[src/rtl/ftm_buffer_writer_pkg.sv]
// ftm_buffer_writer_pkg: shape field layout, channel chunk shift and writer FSM states
package ftm_buffer_writer_pkg;
  localparam int C_MSB = 31;
  localparam int C_LSB = 20;
  localparam int H_MSB = 19;
  localparam int H_LSB = 10;
  localparam int W_MSB = 9;
  localparam int W_LSB = 0;
  localparam int CH_SHIFT = 6;
  typedef enum logic [1:0] {IDLE, LOAD, RUN, DONE} state_t;
endpackage

[src/rtl/ftm_addr_gen.sv]
// ftm_addr_gen: off/rx/col_base counter chain sweeping the interleaved bank layout
module ftm_addr_gen #(
  parameter int N_BUF_X = 5,
  parameter int B_DEPTH = 22,
  parameter int B_ADDR = 32
) (
  input  logic                       clk,
  input  logic                       rst,
  input  logic                       clr,
  input  logic                       adv,
  input  logic [B_DEPTH-1:0]         depth,
  output logic [$clog2(N_BUF_X)-1:0] rx,
  output logic [B_ADDR-1:0]          addr,
  output logic                       column_wrap,
  output logic                       last
);
  localparam int B_RX = $clog2(N_BUF_X);
  logic [B_DEPTH-1:0] off_q;
  logic [B_RX-1:0] rx_q;
  logic [B_ADDR-1:0] col_base_q;
  assign column_wrap = off_q == depth - B_DEPTH'(1);
  assign last = column_wrap && rx_q == B_RX'(N_BUF_X - 1);
  assign rx = rx_q;
  assign addr = col_base_q + B_ADDR'(off_q);
  // off advances per beat; a column wrap steps the bank, a bank wrap moves to the next column block
  always_ff @(posedge clk) begin
    if (rst || clr) begin
      off_q <= '0;
      rx_q <= '0;
      col_base_q <= '0;
    end else if (adv) begin
      off_q <= column_wrap ? '0 : off_q + B_DEPTH'(1);
      if (column_wrap) rx_q <= last ? '0 : rx_q + B_RX'(1);
      if (last) col_base_q <= col_base_q + B_ADDR'(depth);
    end
  end
endmodule

[src/rtl/ftm_buffer_writer.sv]
// ftm_buffer_writer: streams a tensor into the column-interleaved feature-map banks
module ftm_buffer_writer
  import ftm_buffer_writer_pkg::*;
#(
  parameter int N_BUF_X = 5,
  parameter int B_BUF_ADDR = 9,
  parameter int B_SHAPE = 32,
  parameter int B_COORD = 8,
  parameter int DATA_WIDTH = 64
) (
  input  logic                          clk,
  input  logic                          rst,
  input  logic [B_SHAPE-1:0]            ftm_shape,
  input  logic                          start,
  input  logic [DATA_WIDTH-1:0]         s_tdata,
  input  logic                          s_tvalid,
  input  logic                          s_tlast,
  output logic                          s_tready,
  output logic [N_BUF_X-1:0]            wren,
  output logic [B_BUF_ADDR*N_BUF_X-1:0] wraddr,
  output logic [DATA_WIDTH-1:0]         wrdata,
  output logic                          busy,
  output logic                          done,
  output logic                          err
);
  localparam int B_C = C_MSB - C_LSB + 1;
  localparam int B_H = H_MSB - H_LSB + 1;
  localparam int B_W = W_MSB - W_LSB + 1;
  localparam int B_DEPTH = B_C + B_H;
  localparam logic [31:0] AMAX = 32'((64'd1 << B_BUF_ADDR) - 64'd1);
  state_t state_q, state_d;
  logic [B_C-1:0] c_q;
  logic [B_H-1:0] h_q;
  logic [B_W-1:0] w_q;
  logic [B_DEPTH-1:0] depth_q, depth_c;
  logic [31:0] total_q, total_c, cnt_q, addr;
  logic end_q, err_q, acc, fin, ovf, cwrap, last;
  logic [$clog2(N_BUF_X)-1:0] rx;
  logic [N_BUF_X-1:0] wren_q;
  logic [B_BUF_ADDR*N_BUF_X-1:0] wraddr_q, wraddr_d;
  logic [DATA_WIDTH-1:0] wrdata_q;
  logic unused_ok;
  assign unused_ok = &{1'b0, cwrap, last, B_COORD > 0};
  assign depth_c = B_DEPTH'(h_q) * B_DEPTH'(c_q >> CH_SHIFT);
  assign total_c = 32'(depth_c) * 32'(w_q);
  assign s_tready = state_q == RUN && !end_q;
  assign acc = s_tvalid && s_tready;
  assign fin = cnt_q == total_q - 32'd1;
  assign ovf = addr > AMAX;
  assign wren = wren_q;
  assign wraddr = wraddr_q;
  assign wrdata = wrdata_q;
  assign busy = state_q != IDLE;
  assign done = state_q == DONE;
  assign err = err_q;
  ftm_addr_gen #(.N_BUF_X(N_BUF_X), .B_DEPTH(B_DEPTH), .B_ADDR(32)) u_addr_gen (
    .clk(clk),
    .rst(rst),
    .clr(state_q == IDLE),
    .adv(acc),
    .depth(depth_q),
    .rx(rx),
    .addr(addr),
    .column_wrap(cwrap),
    .last(last)
  );
  // next state; RUN waits one cycle after the final beat so done trails the last write
  always_comb begin
    state_d = state_q;
    case (state_q)
      IDLE: state_d = start ? LOAD : IDLE;
      LOAD: state_d = (depth_c == '0 || w_q == '0) ? DONE : RUN;
      RUN: state_d = end_q ? DONE : RUN;
      default: state_d = IDLE;
    endcase
  end
  // only the addressed bank's slice carries an address; suppressed writes leave all slices zero
  always_comb begin
    wraddr_d = '0;
    if (acc && !ovf) wraddr_d[rx*B_BUF_ADDR +: B_BUF_ADDR] = addr[B_BUF_ADDR-1:0];
  end
  // state, latched shape, beat bookkeeping, error flag and registered write port
  always_ff @(posedge clk) begin
    if (rst) begin
      state_q <= IDLE;
      c_q <= '0;
      h_q <= '0;
      w_q <= '0;
      depth_q <= '0;
      total_q <= '0;
      cnt_q <= '0;
      end_q <= 1'b0;
      err_q <= 1'b0;
      wren_q <= '0;
      wraddr_q <= '0;
      wrdata_q <= '0;
    end else begin
      state_q <= state_d;
      if (state_q == IDLE && start) begin
        c_q <= ftm_shape[C_MSB:C_LSB];
        h_q <= ftm_shape[H_MSB:H_LSB];
        w_q <= ftm_shape[W_MSB:W_LSB];
      end
      if (state_q == LOAD) begin
        depth_q <= depth_c;
        total_q <= total_c;
      end
      cnt_q <= state_q == IDLE ? '0 : cnt_q + 32'(acc);
      end_q <= state_q == IDLE ? 1'b0 : end_q | (acc && (fin || s_tlast));
      err_q <= (state_q == IDLE && start) ? 1'b0 : err_q | (acc && (ovf || s_tlast != fin));
      wren_q <= (acc && !ovf) ? N_BUF_X'(1) << rx : '0;
      wraddr_q <= wraddr_d;
      wrdata_q <= acc ? s_tdata : '0;
    end
  end
endmodule

[config.mk]
export PLATFORM = sky130hd
export DESIGN_NAME = ftm_buffer_writer
export DESIGN_NICKNAME = d
export VERILOG_FILES = /design/src/rtl/ftm_buffer_writer_pkg.sv /design/src/rtl/ftm_addr_gen.sv /design/src/rtl/ftm_buffer_writer.sv
export SDC_FILE = /design/constraint.sdc
export NUM_CORES = 1
export LEC_CHECK = 0
export CORE_MARGIN = 2
export CORE_UTILIZATION = 40
export DETAILED_ROUTE_END_ITERATION = 8
export MAX_ROUTING_LAYER = met4
export SYNTH_ARGS = -nofsm -noshare
export SYNTH_HDL_FRONTEND = slang
export SYNTH_SLANG_ARGS = --single-unit
[constraint.sdc]
create_clock -name clk -period 8.65 [get_ports clk]
set_clock_uncertainty 0.05 [all_clocks]
set_input_delay 1.73 -clock clk [delete_from_list [all_inputs] [get_ports clk]]
set_output_delay 1.73 -clock clk [all_outputs]
set_load 0.02 [all_outputs]
==> metrics.txt <==
fraction of synthesized cell area taken by the top area cell type=26.9%; launching element type of the critical path=register; Unique masters post-synth=80; number of ports placed on the die boundary=219; arrival time of data at the critical path endpoint=8890 ps; IR drop worst, VDD=0.000154 V; number of buffers created by CTS=31; CTS sink count=275; Max-Cap Viols=0; post-route antenna net violation count=0; Die W=230 um; clock tree from TritonCTS=done; number of detailed-route iterations in the first pass=5; total core area=0.0504 sq mm; total wire length=53600 um; synthesized area per cell=8.50 sq um; worst-case setup slack after placement=-395 ps; dominant cell by count in the synthesized netlist=sky130_fd_sc_hd__nand2_1; data required time at the worst endpoint=9070 ps; Routed WL per cell=16.0 um; global-route wire length before repair=87800 um; first-iteration detailed-routing DRC count=850; clock insertion delay at the later pin of the skew report=600 ps; fraction of the cycle the final worst path needs=97.9%; Hold WS=441 ps; DR vias=17500; achievable frequency=0.118 GHz; number of failing setup endpoints in the final timing report=0; leading cell types by count after synthesis=sky130_fd_sc_hd__nand2_1 (277), sky130_fd_sc_hd__dfxtp_1 (275), sky130_fd_sc_hd__and2_1 (220), sky130_fd_sc_hd__inv_1 (187), sky130_fd_sc_hd__nor2_1 (184); number of endpoints with negative hold slack in the final report=0; Most used DFF post-synth=sky130_fd_sc_hd__dfxtp_1; nature of the critical path endpoint=register; count of cells along the worst register-to-register path=31; synthesized instance count=2407; leakage dissipation=10.8 nW; storage element area=0.00553 sq mm; starting density of the core=40.6%; post-synthesis net count=2792; depth of the CTS H-tree=1; Synth async-reset ratio=0%; diode insertion count for antenna repair=0; number of enable flip-flop cells after synthesis=0; area grow syn2layout=24.5%; clock period minus final worst setup slack=8470 ps; portion of the post-synthesis area used by sequential elements=26.9%; Final Worst Setup Slack=185 ps; die area=0.0530 sq mm; Critical Path Most Common Cell=sky130_fd_sc_hd__fa_1; Hold Buf Count CTS=0; Max Root-Sink Buffers=3; worst max-slew margin expressed relative to the limit=32.6%; Placement Rows=82; via count of the first global-routing pass=17500; result of the run=completed; library cell contributing the largest single delay on the critical path=sky130_fd_sc_hd__fa_1; slowest cell delay on critical path=570 ps; clock-pin transition on the worst setup and hold timing paths=70 ps; via-per-instance ratio=5.23; synth top area cells=sky130_fd_sc_hd__dfxtp_1 (27%), sky130_fd_sc_hd__fa_1 (14%), sky130_fd_sc_hd__ha_1 (8.5%); Critical Setup Path Class=reg -> reg; setup repair after global routing missed its margin=yes; placer congestion estimate=0.881; count of yosys warnings during synthesis=0; multi-input combinational cell area=0.0143 sq mm; maximum fanout encountered on the critical timing path=4; pin count of the biggest net entering global routing=67; worst min path class=reg -> reg; PwrDens=173 mW/mm^2; number of instances on the worst hold path=2; HPWL after detailed placement=41300 um; ratio of cells with drive above 1 in the final layout=10.7%; transition time at the pin with the least slew margin=986 ps; GRT overflow=0; chip height=230 um; antenna violations before repair=1; count of final max-slew check failures=0; clock tree root driver cell=sky130_fd_sc_hd__clkbuf_16; layout net count=3037; cell area after synthesis=0.0205 sq mm; global-route usage over all layers=20.5%; post-synthesis sequential element count=275; leading area contributor after synthesis=sky130_fd_sc_hd__dfxtp_1; Fill cells=4738; DR DRC count=0; number of I/O port buffers=212
[path summary, 6_finish.rpt]
path                             start                         to  slack (ps)
min          u_addr_gen.col_base_q[14]  u_addr_gen.col_base_q[14]         440
max reg2reg                     c_q[8]                total_q[24]         180
min reg2reg  u_addr_gen.col_base_q[14]  u_addr_gen.col_base_q[14]         440
max                             c_q[8]                total_q[24]         180
[report_power, final]
group / total [W] / internal, W / leakage (nW) / switching, W
logic: 0.00150 / 0.000664 / 8.00 / 0.000841
clock network: 0.00145 / 0.000879 / 0.550 / 0.000572
registers: 0.00145 / 0.00134 / 2.23 / 0.000115
total: 0.00441 / 0.00288 / 10.8 / 0.00153
[state kept, by name, summed over array words and instances, names as in the netlist, 2 cells and up]
signal / cells
c_q: 6
cnt_q: 32
depth_q: 16
h_q: 10
state_q: 2
total_q: 26
u_addr_gen.col_base_q: 32
u_addr_gen.off_q: 22
u_addr_gen.rx: 3
w_q: 10
wraddr: 45
wrdata: 64
wren: 5
[placed cells by master, fill, tap and decap left out, drive strengths merged, types with 25 or more instances in the layout]
cell type,count
nand2,278
dfxtp,275
and2,220
clkdlybuf4s50,211
inv,189
nor2,184
fa,145
ha,139
a21oi,128
buf,109
xnor2,90
o21ai,68
xor2,61
nor3,50
nand3,47
and3,37
clkbuf,35
mux2i,34
or3,26
a211oi,26
nand2b,25
[through the flow]
| step | cells | utilization, % | TNS [ps] | cell area [sq um] | total power [W] |
|---|---|---|---|---|---|
| global route | 3347 | 50.6 | -234 | 25500 | 0.00466 |
| global placement | 3271 | 47.0 | -824 | 23700 | 0.00286 |
| finish | 3347 | 50.6 | 0 | 25500 | 0.00441 |
| detailed placement | 3271 | 47.0 | -1410 | 23700 | 0.00289 |
| CTS | 3336 | 49.8 | -11.9 | 25100 | 0.00440 |
| floorplan | 2407 | - | 0 | 20500 | 0.00240 |
[routing by layer]
metal	GRT usage [%]	wire (um)
met4	4.60	1090
met2	35.6	27200
met5	-	0
met3	2.60	2200
met1	25.5	23100
[cell type report]
class | count | area share (%)
repair buffers | 320 | 11.6
multi-input cells | 1835 | 56.2
well taps | 672 | 3.30
clock buffers | 35 | 3.14
clock inverters | 21 | 1.26
inverters | 189 | 2.78
flip-flops and latches | 275 | 21.7
[cells by family (layout without fill, tap and decap cells)]
logic type | count (synthesis) | count (layout) | share of synthesized area (%)
flops | 275 | 275 | 26.9
fa+ha+maj | 284 | 284 | 22.7
mux | 35 | 35 | 1.72
compound gates | 370 | 370 | 11.6
xor+xnor | 151 | 151 | 6.46
buf+inv | 297 | 565 | 5.51
simple gates | 995 | 995 | 25.1
[timing repair]
action	CTS	global route
endpoints found under the setup margin	6	8
buffers inserted	9	11
endpoints found under the hold margin	0	0
resized for setup	49	75
pin swaps	34	83
[critical path: cells and delay by family, from the launching register on]
family | cells | cell delay, ps
adder cells (fa/ha/maj) | 10 | 4630
AO/OA/AOI/OAI | 5 | 880
flip-flops | 1 | 350
AND/OR/NAND/NOR | 6 | 1410
XOR/XNOR | 1 | 140
buffers and inverters | 9 | 900
Power figures use the tool's default switching activity.
